**config.mk**
```make
export PLATFORM = sky130hd
export DESIGN_NAME = pipe_stage_reg
export DESIGN_NICKNAME = d
export VERILOG_FILES = /design/src/rtl/pipe_pkg.sv /design/src/rtl/sat_counter.sv /design/src/rtl/pipe_stage_reg.sv
export SDC_FILE = /design/constraint.sdc
export NUM_CORES = 1
export LEC_CHECK = 0
export ABC_AREA = 1
export BUFFER_PORTS_ARGS = -buffer_cell sky130_fd_sc_hd__buf_2
export CORE_ASPECT_RATIO = 0.8
export CORE_MARGIN = 4
export CORE_UTILIZATION = 30
export DETAILED_ROUTE_END_ITERATION = 8
export SKIP_CTS_REPAIR_TIMING = 1
export SLEW_MARGIN = 30
export SYNTH_ARGS = -nofsm -noshare
export SYNTH_HDL_FRONTEND = slang
export SYNTH_HIERARCHICAL = 1
export SYNTH_SLANG_ARGS = --single-unit
```
**constraint.sdc**
```tcl
create_clock -name clk_i -period 2.1 [get_ports clk_i]
set_input_delay 0.105 -clock clk_i [delete_from_list [all_inputs] [get_ports clk_i]]
set_output_delay 0.105 -clock clk_i [all_outputs]
set_load 0.01 [all_outputs]
```
**src/rtl/pipe_pkg.sv**
```systemverilog
// Shared definitions for the inter-stage pipeline registers: default widths,
// control-bundle field layout, update-mode encoding and a channel extractor.
package pipe_pkg;

    localparam int unsigned DEF_CTRL_W = 8;
    localparam int unsigned DEF_DATA_W = 32;
    localparam int unsigned DEF_NUM_CH = 4;
    localparam int unsigned DEF_CNT_W  = 16;

    // Control bundle layout as packed by the instantiating stage: {EX, MEM, WB}
    localparam int unsigned CTRL_WB_LSB  = 0;
    localparam int unsigned CTRL_WB_W    = 2;
    localparam int unsigned CTRL_MEM_LSB = 2;
    localparam int unsigned CTRL_MEM_W   = 3;
    localparam int unsigned CTRL_EX_LSB  = 5;
    localparam int unsigned CTRL_EX_W    = 3;

    typedef enum logic [1:0] {
        UPD_LOAD   = 2'd0,
        UPD_HOLD   = 2'd1,
        UPD_SQUASH = 2'd2
    } upd_e;

    function automatic logic [DEF_DATA_W-1:0] get_ch(
        input logic [DEF_NUM_CH*DEF_DATA_W-1:0] flat,
        input int unsigned                      k
    );
        return flat[k*DEF_DATA_W +: DEF_DATA_W];
    endfunction

endpackage

```
**src/rtl/sat_counter.sv**
```systemverilog
// Saturating up-counter with synchronous clear that overrides increment.
module sat_counter #(
    parameter int unsigned CNT_W = 16
) (
    input  logic             clk_i,
    input  logic             rst_n_i,
    input  logic             inc_i,
    input  logic             clr_i,
    output logic [CNT_W-1:0] cnt_o
);

    logic [CNT_W-1:0] cnt_q;
    logic [CNT_W-1:0] cnt_d;

    always_comb begin
        cnt_d = cnt_q;
        if (clr_i) begin
            cnt_d = '0;
        end else if (inc_i && (cnt_q != '1)) begin
            cnt_d = cnt_q + 1'b1;
        end
    end

    always_ff @(posedge clk_i or negedge rst_n_i) begin
        if (!rst_n_i) begin
            cnt_q <= '0;
        end else begin
            cnt_q <= cnt_d;
        end
    end

    assign cnt_o = cnt_q;

endmodule

```
**src/rtl/pipe_stage_reg.sv**
```systemverilog
// Parametrised inter-stage pipeline register with stall hold, flush squash,
// stall-deferred flush and saturating stall/bubble counters.
module pipe_stage_reg
    import pipe_pkg::*;
#(
    parameter int unsigned CTRL_W = DEF_CTRL_W,
    parameter int unsigned DATA_W = DEF_DATA_W,
    parameter int unsigned NUM_CH = DEF_NUM_CH,
    parameter int unsigned CNT_W  = DEF_CNT_W
) (
    input  logic                     clk_i,
    input  logic                     rst_n_i,
    input  logic                     valid_i,
    input  logic [CTRL_W-1:0]        ctrl_i,
    input  logic [NUM_CH*DATA_W-1:0] data_i,
    input  logic                     stall_i,
    input  logic                     flush_i,
    input  logic                     clr_cnt_i,
    output logic                     valid_o,
    output logic [CTRL_W-1:0]        ctrl_o,
    output logic [NUM_CH*DATA_W-1:0] data_o,
    output logic                     flush_pend_o,
    output logic [CNT_W-1:0]         stall_cnt_o,
    output logic [CNT_W-1:0]         bubble_cnt_o
);

    upd_e                     mode;
    logic                     valid_q, valid_d;
    logic [CTRL_W-1:0]        ctrl_q, ctrl_d;
    logic [NUM_CH*DATA_W-1:0] data_q, data_d;
    logic                     flush_pend_q, flush_pend_d;
    logic                     bubble_inc;

    always_comb begin
        if (stall_i) begin
            mode = UPD_HOLD;
        end else if (flush_i || flush_pend_q) begin
            mode = UPD_SQUASH;
        end else begin
            mode = UPD_LOAD;
        end
    end

    always_comb begin
        valid_d      = valid_q;
        ctrl_d       = ctrl_q;
        flush_pend_d = flush_pend_q;
        bubble_inc   = 1'b0;
        // Data has one shared load enable; squashed entries still load it.
        data_d       = stall_i ? data_q : data_i;
        unique case (mode)
            UPD_HOLD: begin
                if (flush_i) begin
                    flush_pend_d = 1'b1;
                end
            end
            UPD_SQUASH: begin
                valid_d      = 1'b0;
                ctrl_d       = '0;
                flush_pend_d = 1'b0;
                bubble_inc   = 1'b1;
            end
            default: begin
                valid_d    = valid_i;
                ctrl_d     = ctrl_i & {CTRL_W{valid_i}};
                bubble_inc = !valid_i;
            end
        endcase
    end

    always_ff @(posedge clk_i or negedge rst_n_i) begin
        if (!rst_n_i) begin
            valid_q      <= 1'b0;
            ctrl_q       <= '0;
            data_q       <= '0;
            flush_pend_q <= 1'b0;
        end else begin
            valid_q      <= valid_d;
            ctrl_q       <= ctrl_d;
            data_q       <= data_d;
            flush_pend_q <= flush_pend_d;
        end
    end

    sat_counter #(.CNT_W(CNT_W)) u_stall_cnt (
        .clk_i   (clk_i),
        .rst_n_i (rst_n_i),
        .inc_i   (stall_i),
        .clr_i   (clr_cnt_i),
        .cnt_o   (stall_cnt_o)
    );

    sat_counter #(.CNT_W(CNT_W)) u_bubble_cnt (
        .clk_i   (clk_i),
        .rst_n_i (rst_n_i),
        .inc_i   (bubble_inc),
        .clr_i   (clr_cnt_i),
        .cnt_o   (bubble_cnt_o)
    );

    assign valid_o      = valid_q;
    assign ctrl_o       = ctrl_q;
    assign data_o       = data_q;
    assign flush_pend_o = flush_pend_q;

endmodule

```
After elaboration in Yosys (flattened, before gate mapping). Cells that the tools add are included.

Flip-flop bits (word level): 170. Bits of input ports: 142. Word-level logic and storage cells: 33.

Add/subtract/negate cells: 2. Eq/ne operators: 5. Multiplexer cells: 11. Bitwise operators: 1. Reductions and logical operators: 8.

Operator list (count): 16-bit two-way mux (4); 16-bit by 1-bit adder with 16-bit output, second input constant (2); 16-bit != test, second input constant (2); 8-bit one-hot mux with 2 select lines (1); 8-bit AND (1); 1-bit one-hot mux with 2 select lines (3); 2-bit nonzero test (3); 2-bit two-way mux (2); 2-bit by 1-bit == test with 1-bit output, second input constant (1); 2-bit == test, second input constant (1); 1-bit logical AND (2); 2-bit != test, second input constant (1); 2-bit AND reduction (1); 1-bit zero test (1); 1-bit logical OR (1); 1-bit two-way mux (1).

Longest topological paths before layout.
Depth after elaboration: 8. Depth in mapped cells: 10. Depth with buffers taken out: 9.

Modules after synthesis. Netlist, hierarchy kept.

By module, submodules not included: pipe_stage_reg (instances 1, cells an instance 601, area an instance 5245.0 µm², seq. area each 3453.3 µm²); sat_counter (instances 2, cells an instance 144, area an instance 1037.2 µm², seq. area each 400.4 µm²).

Worst setup path before layout. OpenSTA, ideal clock, no wires.

Kind: register -> register. Start: reg flush_pend_q, in the netlist flush_pend_o. End: reg u_bubble_cnt.cnt_q[2], in the netlist u_bubble_cnt/cnt_o[2]. Library setup time: 0.066 ns. Arrival time: 1.492 ns. Setup slack: 0.541 ns. Cell stages (with the launch flop): 9. Buffers on the path: 2. Period minus slack after synthesis: 1.559 ns. Cells stage by stage: dfrtp_1 -> nor2_1 -> clkbuf_1 -> a21oi_1 -> inv_1 -> nor2_1 -> buf_2 -> nand4_1 -> nand2_1.

Word-level cells in the longest chain between the ends: 7.

RTL lines: start: declaration (line pipe_stage_reg.sv:31) `logic flush_pend_q, flush_pend_d;`; start signal: assignment (line pipe_stage_reg.sv:81) `flush_pend_q <= flush_pend_d;`; 1-bit logical OR * (line pipe_stage_reg.sv:37) `end else if (flush_i || flush_pend_q) begin`; 2-bit two-way mux * (line pipe_stage_reg.sv:37); 2-bit two-way mux * (line pipe_stage_reg.sv:35) `if (stall_i) begin`; 2-bit == test / 2-bit by 1-bit == test with 1-bit output (equally long branches) (line pipe_stage_reg.sv:51) `unique case (mode)`; 1-bit one-hot mux with 2 select lines * (line pipe_stage_reg.sv:51); net bubble_inc (line pipe_stage_reg.sv:32) `logic bubble_inc;`; 1-bit logical AND * (line sat_counter.sv:19) `end else if (inc_i && (cnt_q != '1)) begin`; 2-bit nonzero test (no source line) *; end signal: assignment (line sat_counter.sv:28) `cnt_q <= cnt_d;`; end: declaration (line sat_counter.sv:12) `logic [CNT_W-1:0] cnt_q;`.

Mark *: on every way through the listed nets, which the timed path passes. The rest lies on a longest branch. A chain may end at the register's enable or synchronous reset.

Worst setup path after layout.
Start: reg u_stall_cnt.cnt_q[1], in the netlist u_stall_cnt/cnt_o[1]. End: reg u_stall_cnt.cnt_q[10], in the netlist u_stall_cnt/cnt_o[10].

Word-level cells in the longest chain between the ends: 3.

RTL lines (line): start: declaration (sat_counter.sv:12); start signal: assignment (sat_counter.sv:28); 16-bit by 1-bit adder with 16-bit output / 16-bit != test (equally long branches) (sat_counter.sv:20, sat_counter.sv:19); 16-bit two-way mux / 1-bit logical AND (equally long branches) (sat_counter.sv:19); 16-bit two-way mux / 2-bit nonzero test (equally long branches).

Parallel ways exist; a longest one is shown, timed or not. The select of a mux whose other input is x is not followed.

==> results.yml <==
critical_path:
  reg2reg_from: "u_stall_cnt/cnt_o[1]"
  cpPeakStageDelay_ps: 450
  cp-start-kind: "flip-flop"
  cp_slowest_cell: "nor2_2"
  cp_max_fo: 13
  r2r-end: "u_stall_cnt/cnt_o[10]"
  required_ps: 2470
  path_delay_family: "simple AND/OR/NAND/NOR gates"
  crit_chain: "ha_1 > nand2_2 > nor2_4 > nand2_4 > nor2_1 > nor2_2 > nand4_1 > nand2_1"
  worstPathArrival_ps: 2110
  rrSetupSlack_ps: 350
  cp_num_buf_inv: 0
  cp-end-kind: "flip-flop"
  path_class: "flip-flop to flip-flop"
  rr_worst_depth: 8
placed_design:
  dp_hpwl_um: 15800
  pre_cts_ws_ps: 65.4
  gp_congestion: 0.832
  io_buffers: 311
global_route:
  grt_pass1_wl_um: 34700
  grt_usage_pct: 16.1
  first_global_vias: 6398
  overflow: 0
  antenna_found_initial: 1
  grt_start_max_net_pins: 139
synth:
  yosys-mux-area-fraction_pct: 0
  synth-simple-area-share_pct: 33.9
  syn-cell-area_mm2: 0.00732
  synth_top_family_by_area: "simple AND/OR/NAND/NOR gates"
  synth_cell_types: 25
  synthAdderAreaFrac_pct: 0.342
  synth_xor_area_share_pct: 1.20
  ys_ff_latch: 170
  syn_avg_cell_area_um2: 8.23
  synth_warnings: 6
  synth-compound-area-share_pct: 1.61
  ys_seq_area_share_pct: 58.1
  synth_cells: 889
  syn_nets: 1033
cts:
  cts_tree: "done"
  clk_path_buf_depth: 2
  h-tree-depth: 4
  cts_root_buf: "clkbuf_16"
  cts_buffers: 17
  clock_sinks: 170
  clkTransAtPathRegs_ps: 70
  clk_latency_ps: 440
power_and_ir_drop:
  p_per_area_mw_per_mm2: 715
  ir_drop_v: 0.000413
  leakage_uw: 0.00622
cells_and_area:
  nets: 1469
  synthToLayoutAreaGrowth_pct: 51.8
  drive_gt1_share_pct: 28.0
  fill_cells: 2229
  multi_input_area_mm2: 0.00271
  seqCellArea_mm2: 0.00425
sta:
  hold_viol: 2
  fin_skew_ps: 7.42
  rsz0062_at_grt: "no"
  fin_ws_ps: 353
  fmax_mhz: 572
  slew_viol_final: 0
  slew_headroom_pct: 52.8
  fin_crit_ps: 1750
  setup_violations: 0
  fin_crit_sh_pct: 83.2
  tns_ps: 0
  hold_slack_ps: -25.5
  worstMarginPinSlew_ps: 707
status:
  status: "complete, but fails checks"
  violations: "negative hold slack"
floorplan:
  num_rows: 50
  dieArea_mm2: 0.0270
  fp.dieW_um: 183
  initial_core_util_pct: 30.9
  ios: 312
  die_h_um: 148
  core_mm2: 0.0237
route:
  drt_iter0_drc: 414
  drc_errors: 0
  vias_per_cell: 4.42
  antenna_left: 0
  totalWireLength_um: 24400
  vias: 7294
  wl_per_cell_um: 14.8
  firstDrtPassIters: 5
hold_path:
  hold_start: "ctrl_i[4]"
  holdPathEnd: "ctrl_o[4]"
  min_path_type: "input pin to flip-flop"
  hold_depth: 5
run:
  max-cap-violations: 0
==> worst reg2reg max path, cell delays in order, from the launching register on <==
cell and delay [ps]:
dfrtp_1 420, ha_1 220, nand2_2 110, nor2_4 70
nand2_4 100, nor2_1 60, nor2_2 450, nand4_1 160
nand2_1 100
==> Yosys cell counts <==
cell	n	share of area (%)
nand2_1	520	27
dfrtp_1	170	58
nand3_1	33	2.3
inv_1	30	1.5
nor2_1	30	1.5
buf_2	29	2.0
nand4_1	18	1.5
o21ai_0	8	0.55
xor2_1	6	0.72
nand2_2	4	0.34
nand2_4	4	0.62
nor2_4	4	0.62
o21bai_1	4	0.41
xnor2_1	4	0.48
a21oi_1	3	0.21
clkbuf_1	3	0.15
inv_2	3	0.15
buf_1	2	0.10
buf_12	2	0.55
buf_4	2	0.21
ha_1	2	0.34
inv_4	2	0.17
nor3_1	2	0.14
o21ai_4	2	0.44
or2_2	2	0.17
==> layout make-up <==
class,instances,area share [%]
timing repair buffer,455,27.3
antenna,1,0.0225
clock buffer,17,3.83
tap,312,3.51
sequential,170,38.3
clock inverter,14,1.37
inverter,35,1.25
multi-input combinational,646,24.4
==> sequential cells by signal, summed over array words and instances (netlist names) <==
name / cells
data_o: 128
u_bubble_cnt/cnt_o: 16
u_stall_cnt/cnt_o: 16
ctrl_o: 8
flush_pend_o: 1
valid_o: 1
==> worst max path at each step <==
stage | endpoint | start | depth (start not counted) | slack (ps)
floorplan | u_bubble_cnt/cnt_o[2] | flush_pend_o | 8 | 540
global placement | u_stall_cnt/cnt_o[10] | u_stall_cnt/cnt_o[1] | 8 | 170
detailed placement | u_stall_cnt/cnt_o[10] | u_stall_cnt/cnt_o[1] | 8 | 70
CTS | u_stall_cnt/cnt_o[15] | u_stall_cnt/cnt_o[1] | 8 | 70
global route | u_stall_cnt/cnt_o[8] | u_stall_cnt/cnt_o[1] | 8 | 200
finish | u_stall_cnt/cnt_o[10] | u_stall_cnt/cnt_o[1] | 8 | 350
==> power breakdown <==
group / switching, µW / internal (µW)
sequential: 124 / 3510
combinational: 676 / 560
clock: 1490 / 1590
total: 2290 / 5650
==> placed cells by master, fill, tap and decap left out <==
master	n
inv_6	1
xnor2_1	4
inv_1	30
buf_4	7
nor2_4	4
o21bai_1	4
inv_2	2
nand3_1	33
inv_8	6
or2_2	2
nor3_1	2
inv_4	3
nor2_1	29
diode_2	1
o21ai_0	8
nand4_1	18
dlygate4sd3_1	134
ha_1	2
a21oi_1	3
clkinv_8	2
buf_12	4
buf_2	309
o21ai_4	2
nand2_4	4
nand2_2	4
clkbuf_16	17
dfrtp_1	170
nand2_1	520
buf_6	1
nor2_2	1
clkinv_4	5
xor2_1	6
==> layer usage <==
metal,track usage (%),up-vias,part of all wire [%]
met5,0,-,0
met4,3.64,0,0.96
met3,5.44,25,7.5
met2,25.9,270,49
met1,21.1,3396,43
li1,-,3603,-
==> kinds of logic (layout without fill, tap and decap cells) <==
group	after synthesis	count (layout)
compound gates	17	17
xor+xnor	10	10
fa+ha+maj	2	2
buf+inv	73	521
flops	170	170
other cells	0	1
simple gates	617	617
==> through the flow <==
step | instances | cell area, µm² | hold slack [ps] | power [µW] | util, %
5_1_grt | 1650 | 11100 | 12.7 | 8360 | 46.8
3_3_place_gp | 1484 | 9180 | 78.7 | 4720 | 38.7
4_1_cts | 1515 | 9760 | -393 | 7870 | 41.2
2_1_floorplan | 889 | 7320 | -191 | 4150 | -
3_5_place_dp | 1484 | 9180 | 73.6 | 4730 | 38.7
6_report | 1650 | 11100 | -25.5 | 7940 | 46.8
No activity file was read; power rests on OpenSTA's default activity.
